===== config.mk =====
export PLATFORM = sky130hd
export DESIGN_NAME = mem_arbiter
export DESIGN_NICKNAME = d
export VERILOG_FILES = /design/src/rtl/mem_arbiter.sv
export SDC_FILE = /design/constraint.sdc
export NUM_CORES = 1
export LEC_CHECK = 0
export ABC_AREA = 1
export BUFFER_PORTS_ARGS = -buffer_cell sky130_fd_sc_hd__buf_2
export CAP_MARGIN = 0
export CORE_MARGIN = 10
export CORE_UTILIZATION = 48
export DETAILED_ROUTE_END_ITERATION = 8
export PLACE_DENSITY = 0.76
export SLEW_MARGIN = 25
export SYNTH_ARGS = -nofsm -noshare
export SYNTH_HDL_FRONTEND = slang
export SYNTH_SLANG_ARGS = --single-unit

===== constraint.sdc =====
create_clock -name clk -period 2.4 [get_ports clk]
set_input_delay 0.36 -clock clk [delete_from_list [all_inputs] [get_ports clk]]
set_output_delay 0.36 -clock clk [all_outputs]
set_load 0.02 [all_outputs]

===== src/rtl/mem_arbiter.sv =====
`default_nettype none
// ============================================================================
// Module   : mem_arbiter
// Brief    : Serialises IF fetches and MEM loads/stores onto one memory port,
//            with per-requester stalls and a bounded wait per transaction.
// Revision : 1.0 - initial release
// ============================================================================
module mem_arbiter #(
    parameter int ADDR_W  = 16,
    parameter int DATA_W  = 16,
    parameter int TIMEOUT = 16
) (
    input  logic              clk,
    input  logic              rst,
    // instruction fetch port
    input  logic              i_req,
    input  logic [ADDR_W-1:0] i_addr,
    output logic              i_done,
    output logic [DATA_W-1:0] i_rdata,
    // data load/store port
    input  logic              d_req,
    input  logic              d_we,
    input  logic [ADDR_W-1:0] d_addr,
    input  logic [DATA_W-1:0] d_wdata,
    output logic              d_done,
    output logic [DATA_W-1:0] d_rdata,
    // memory command / response
    output logic              mem_en,
    output logic              mem_we,
    output logic [ADDR_W-1:0] mem_addr,
    output logic [DATA_W-1:0] mem_wdata,
    input  logic              mem_valid,
    input  logic [DATA_W-1:0] mem_rdata,
    // pipeline status
    output logic              if_stall,
    output logic              d_stall,
    output logic              err
);

    localparam int CNT_W = (TIMEOUT > 2) ? $clog2(TIMEOUT) : 1;

    localparam logic [CNT_W-1:0]  c_cnt_last = CNT_W'(TIMEOUT - 1);
    localparam logic [CNT_W-1:0]  c_cnt_one  = CNT_W'(1);
    localparam logic [DATA_W-1:0] c_hlt_word = DATA_W'(16'hF000);

    typedef enum logic [1:0] {
        S_IDLE   = 2'd0,
        S_WAIT_I = 2'd1,
        S_WAIT_D = 2'd2,
        S_RESP   = 2'd3
    } state_t;

    state_t            r_state;
    state_t            w_next;
    logic              r_sel_d;     // 1 while the data port owns the transaction
    logic [CNT_W-1:0]  r_cnt;

    logic              w_start_i;
    logic              w_start_d;
    logic              w_complete;
    logic              w_timeout;
    logic              w_in_wait;

    assign w_in_wait = (r_state == S_WAIT_I) || (r_state == S_WAIT_D);

    // ------------------------------------------------------------------
    // Next-state logic
    // ------------------------------------------------------------------
    always_comb begin
        w_next     = r_state;
        w_start_i  = 1'b0;
        w_start_d  = 1'b0;
        w_complete = 1'b0;
        w_timeout  = 1'b0;
        unique case (r_state)
            S_IDLE: begin
                if (d_req) begin
                    w_next    = S_WAIT_D;
                    w_start_d = 1'b1;
                end else if (i_req) begin
                    w_next    = S_WAIT_I;
                    w_start_i = 1'b1;
                end
            end
            S_WAIT_I, S_WAIT_D: begin
                // A response on the final allowed cycle wins over the timeout
                if (mem_valid) begin
                    w_next     = S_RESP;
                    w_complete = 1'b1;
                end else if (r_cnt == c_cnt_last) begin
                    w_next    = S_RESP;
                    w_timeout = 1'b1;
                end
            end
            S_RESP: begin
                w_next = S_IDLE;
            end
            default: begin
                w_next = S_IDLE;
            end
        endcase
    end

    // ------------------------------------------------------------------
    // State, command and response registers
    // ------------------------------------------------------------------
    always_ff @(posedge clk or posedge rst) begin
        if (rst) begin
            r_state   <= S_IDLE;
            r_sel_d   <= 1'b0;
            r_cnt     <= '0;
            mem_en    <= 1'b0;
            mem_we    <= 1'b0;
            mem_addr  <= '0;
            mem_wdata <= '0;
            i_rdata   <= '0;
            d_rdata   <= '0;
            err       <= 1'b0;
        end else begin
            r_state <= w_next;
            mem_en  <= w_start_i | w_start_d;

            if (w_start_d) begin
                r_sel_d   <= 1'b1;
                mem_we    <= d_we;
                mem_addr  <= d_addr;
                mem_wdata <= d_wdata;
            end else if (w_start_i) begin
                r_sel_d  <= 1'b0;
                mem_we   <= 1'b0;
                mem_addr <= i_addr;
            end

            if (w_start_i || w_start_d) begin
                r_cnt <= '0;
            end else if (w_in_wait && !mem_valid && (r_cnt != c_cnt_last)) begin
                r_cnt <= r_cnt + c_cnt_one;
            end

            if (w_complete) begin
                if (!r_sel_d) begin
                    i_rdata <= mem_rdata;
                end else if (!mem_we) begin
                    d_rdata <= mem_rdata;
                end
            end

            // An abandoned fetch returns HLT so the core stops cleanly
            if (w_timeout) begin
                err <= 1'b1;
                if (r_sel_d) begin
                    d_rdata <= '0;
                end else begin
                    i_rdata <= c_hlt_word;
                end
            end
        end
    end

    // ------------------------------------------------------------------
    // Handshake and stall outputs
    // ------------------------------------------------------------------
    assign i_done   = (r_state == S_RESP) && !r_sel_d;
    assign d_done   = (r_state == S_RESP) &&  r_sel_d;
    assign if_stall = i_req & ~i_done;
    assign d_stall  = d_req & ~d_done;

endmodule
`default_nettype wire

---- Word-level counts from Yosys, hierarchy flattened ----
Cells that the tools add are included.
storage, ports and cells
  memories kept ........................... 0
  bits in read-only memories .............. 0
  bits in registers ....................... 74
  bits of input ports ..................... 70
  RAM bits ................................ 0
  word-level logic and storage cells ...... 67
  output and inout bits ................... 71
  latch bits .............................. 0
cells by class
  div/mod/pow operators ................... 0
  multiply operators ...................... 0
  bitwise operators ....................... 5
  equality and inequality tests ........... 7
  reductions and logical operators ........ 13
  mux-type cells .......................... 31
  $lt $le $gt $ge ......................... 0
  shift-type cells ........................ 0
  add/sub/neg operators ................... 1
operators by type and width
  cell                                                              number
  16-bit two-way mux                                                11
  1-bit two-way mux                                                 13
  2-bit two-way mux                                                 4
  4-bit two-way mux                                                 2
  3-bit inequality test (second input constant)                     2
  2-bit one-hot mux with 3 select lines                             1
  4-bit by 1-bit adder with 4-bit output (second input constant)    1
  2-bit == test (second input constant)                             2
  4-bit == test (second input constant)                             1
  1-bit logical AND                                                 4
  4-bit inequality test (second input constant)                     1
  2-bit nonzero test                                                2
  1-bit bitwise AND                                                 2
  2-bit by 1-bit == test with 1-bit output (second input constant)  1
  1-bit logical NOT                                                 2
  2-bit logical NOT                                                 1
  1-bit logical OR                                                  2
  1-bit NOT                                                         2
  2-bit AND reduction                                               1
  2-bit OR reduction                                                1
  1-bit OR                                                          1

---- Longest topological paths before layout ----
  depth in word-level cells ............... 6
  depth in mapped cells ................... 9
  gate-level depth less buffers ........... 9

---- Least setup slack after synthesis ----
OpenSTA, ideal clock, no wires.
  path type ............................... flip-flop to flip-flop
  from .................................... register r_state[0]
  to ...................................... register (tool-made name)
  setup time .............................. 0.118 ns
  required time ........................... 2.282 ns
  cell stages (with the launch flop) ...... 9
  period minus slack after synthesis ...... 1.480 ns
  slack ................................... 0.920 ns
  arrival ................................. 1.362 ns
  cell sequence ........................... dfrtp_1 > inv_1 > ha_1 > inv_2 > nor2_4 > nand3_2 > buf_2 > nand3_1 > nand2_1
RTL lines
  item                    line  RTL
  start, declared         53    state_t r_state;
  start signal, assigned  120   r_state <= w_next;

==> summary.md <==
| Metric | Value |
|---|---|
| Outcome | completed |
| CTS max path bufs | 2 |
| Final setup margin | 0.396 ns |
| Slew margin rel. | 50.6% |
| Nets | 579 |
| Worst-path fanout max | 16 |
| Critical Path Max Stage Delay | 0.38 ns |
| Drt first pass iters | 4 |
| TNS Setup | 0 ns |
| Via count | 3056 |
| Final setup violating endpoints | 0 |
| Power Density | 1400 nW/um^2 |
| Crit-path slowest cell | dfrtp_1 |
| Fin. max-slew vios | 0 |
| # resized after CTS | 0 |
| Vias per inst | 5.04 |
| RSZ-0062 raised after global routing | no |
| Synth area leaders | dfrtp_1, nand2_1, nand3_1 |
| Layout area overhead | 29.5% |
| Number of synthesized register bits | 74 |
| Synth area leader | dfrtp_1 |
| Yosys top cell area share | 55.3% |
| Worst Tran Pin Value | 0.739 ns |
| Hpwl dp | 7350 microns |
| FILL cells | 600 |
| Critical Path RT | 2.66 ns |
| First-pass GRT wire length | 15500 microns |
| Post-CTS Setup Bufs | 0 |
| Number of global-route vias before repair | 3058 |
| Total grt overflow | 0 |
| Worst vdd ir | 0.000734 V |
| Cell area after placement | 4110 sq um |
| Synthesized area per cell | 9.07 sq um |
| 1st-iter DRT viols | 176 |
| Final worst path period share | 83.5% |
| Die Ht | 104 microns |
| Final ANT Viol Nets | 0 |
| Non-Filler Instances | 606 |
| Clock Latency Late Sink | 0.34 ns |
| Syn nets | 443 |
| Crit path time final | 2.00 ns |
| Full die area | 10700 sq um |
| CP Capture Type | flip-flop |
| Worst slack, placed | 0.424 ns |
| Port bufs | 140 |
| Worst Setup Start Kind | flip-flop |
| Ratio of cells with drive above 1 in the final layout | 36.7% |
| Largest net degree at the start of global routing | 49 |
| Post-Synthesis Cells | 369 |
| CTS tree | yes |
| Synth warn | 0 |
| Reg clk slew, reported paths | 0.08 ns |
| CP Class | reg -> reg |
| Dpl cells | 590 |
| Hold buffers post-CTS | 0 |
| WL per Instance | 15.7 microns |
| Initial Util | 49.3% |
| Distinct cells, synth | 22 |
| Crit path cell chain | inv_1 > ha_1 > inv_2 > nor2_4 > nand2_1 > inv_1 > nand2_1 > o21ai_0 |
| TritonCTS Buffers | 9 |
| Post-synthesis sequential area ratio | 55.3% |
| Clock Sinks | 74 |
| Gr usage total | 17.6% |
| Post-route cell area | 4330 sq um |
| Final hold viol count | 0 |
| Min Hold Slack | 0.145 ns |
| Chip width | 104 microns |
| WL final | 9520 microns |
| Max cap viols | 0 |
| P_leak | 2.46 nW |
| IO Pins | 141 |
| FMAX | 0.499 GHz |
| Core area | 6790 sq um |
| Synthesized cell area | 3350 sq um |
| Total power | 6.07 mW |
| Initial antenna violation count | 1 |
| H-Tree Level Count | 3 |
| DRC | 0 |
| Min-delay worst type | in -> async |
| Worst EP arrival | 2.26 ns |
| Skew final | 0.00885 ns |
| Fin util | 63.8% |
| GPL Wtd Cong | 0.825 |
| # rows | 30 |
| CTS root buf | clkbuf_8 |
[cell families (layout without fill, tap and decap cells)]
logic type / Yosys count / in the layout / share of synthesized area [%]
AO/OA/AOI/OAI: 26 / 26 / 5.23
XOR/XNOR: 1 / 1 / 0.262
adder cells (fa/ha/maj): 4 / 4 / 1.50
buffers and inverters: 55 / 195 / 6.92
flip-flops: 74 / 74 / 55.3
multiplexers: 16 / 16 / 5.38
other: 0 / 1 / 0
AND/OR/NAND/NOR: 193 / 193 / 25.4
[report_power, final]
| group | internal [mW] | switching [mW] | total [mW] |
|---|---|---|---|
| registers | 1.83 | 0.331 | 2.16 |
| logic | 0.967 | 1.89 | 2.85 |
| clock network | 0.583 | 0.468 | 1.05 |
| total | 3.38 | 2.69 | 6.07 |
[layout make-up]
class / instances / area [sq um] / share of cell area, %
Antenna cell: 1 / 2.50 / 0.0578
Clock buffer: 9 / 124 / 2.86
Clock inverter: 6 / 92.6 / 2.14
Inverter: 36 / 135 / 3.12
Multi-Input combinational cell: 240 / 1260 / 29.2
Sequential cell: 74 / 1850 / 42.7
Tap cell: 96 / 120 / 2.77
Timing Repair Buffer: 144 / 743 / 17.2
[placed cells by master (no fill, tap or decap)]
cell type,n
o211ai_1,18
ha_1,4
nand4_2,1
inv_1,29
nor2_1,14
buf_4,3
nand4_1,13
clkinv_4,2
nand3b_1,1
o21ai_0,7
or2_2,1
nand3_2,2
bufinv_16,2
buf_12,1
dfrtp_1,74
nand3_1,46
buf_2,140
nand2_1,114
o21ai_1,1
diode_2,1
inv_2,7
nor2_4,1
mux2_2,16
clkbuf_8,9
xor2_1,1
clkinvlp_4,2
[Yosys cell counts]
master    count
nand3_1      46
buf_1         1
inv_1        30
nand3_2       2
buf_2        14
mux2_2       16
ha_1          4
o211ai_1     18
buf_4         2
o21ai_0       7
nand2_1     114
inv_2         6
or2_2         1
xor2_1        1
dfrtp_1      74
nand4_1      13
nor2_1       14
nand4_2       1
clkbuf_1      2
o21ai_1       1
nor2_4        1
nand3b_1      1
[path summary, 6_finish.rpt]
path,startpoint,end,slack [ns],depth (start not counted)
max reg2reg,r_state[0],flip-flop,0.40,8
max,r_state[0],flip-flop,0.40,8
max in group asynchronous,rst,asynchronous set/reset pin,1.58,3
min reg2reg,mem_addr[15],mem_addr[15],0.48,2
min in group clk,mem_rdata[1],flip-flop,0.24,3
min,rst,mem_wdata[4],0.14,2
[metal layers]
| metal | wire [microns] | track usage [%] | share of wire (%) | up-vias |
|---|---|---|---|---|
| li1 | - | - | - | 1480 |
| met3 | 624 | 4.65 | 6.6 | 12 |
| met1 | 3670 | 20.1 | 39 | 1451 |
| met4 | 216 | 7.56 | 2.3 | 0 |
| met2 | 5010 | 30.3 | 53 | 113 |
| met5 | 0 | 0 | 0 | - |
[critical path: cells and delay by family, from the launching register on]
family | cells | cell delay [ns]
DFF | 1 | 0.38
AOI/OAI and AO/OA | 1 | 0.10
and+or+nand+nor | 3 | 0.76
buffers and inverters | 3 | 0.30
adders and majority gates | 1 | 0.38
Note: power is estimated with default switching activity, not from simulation.
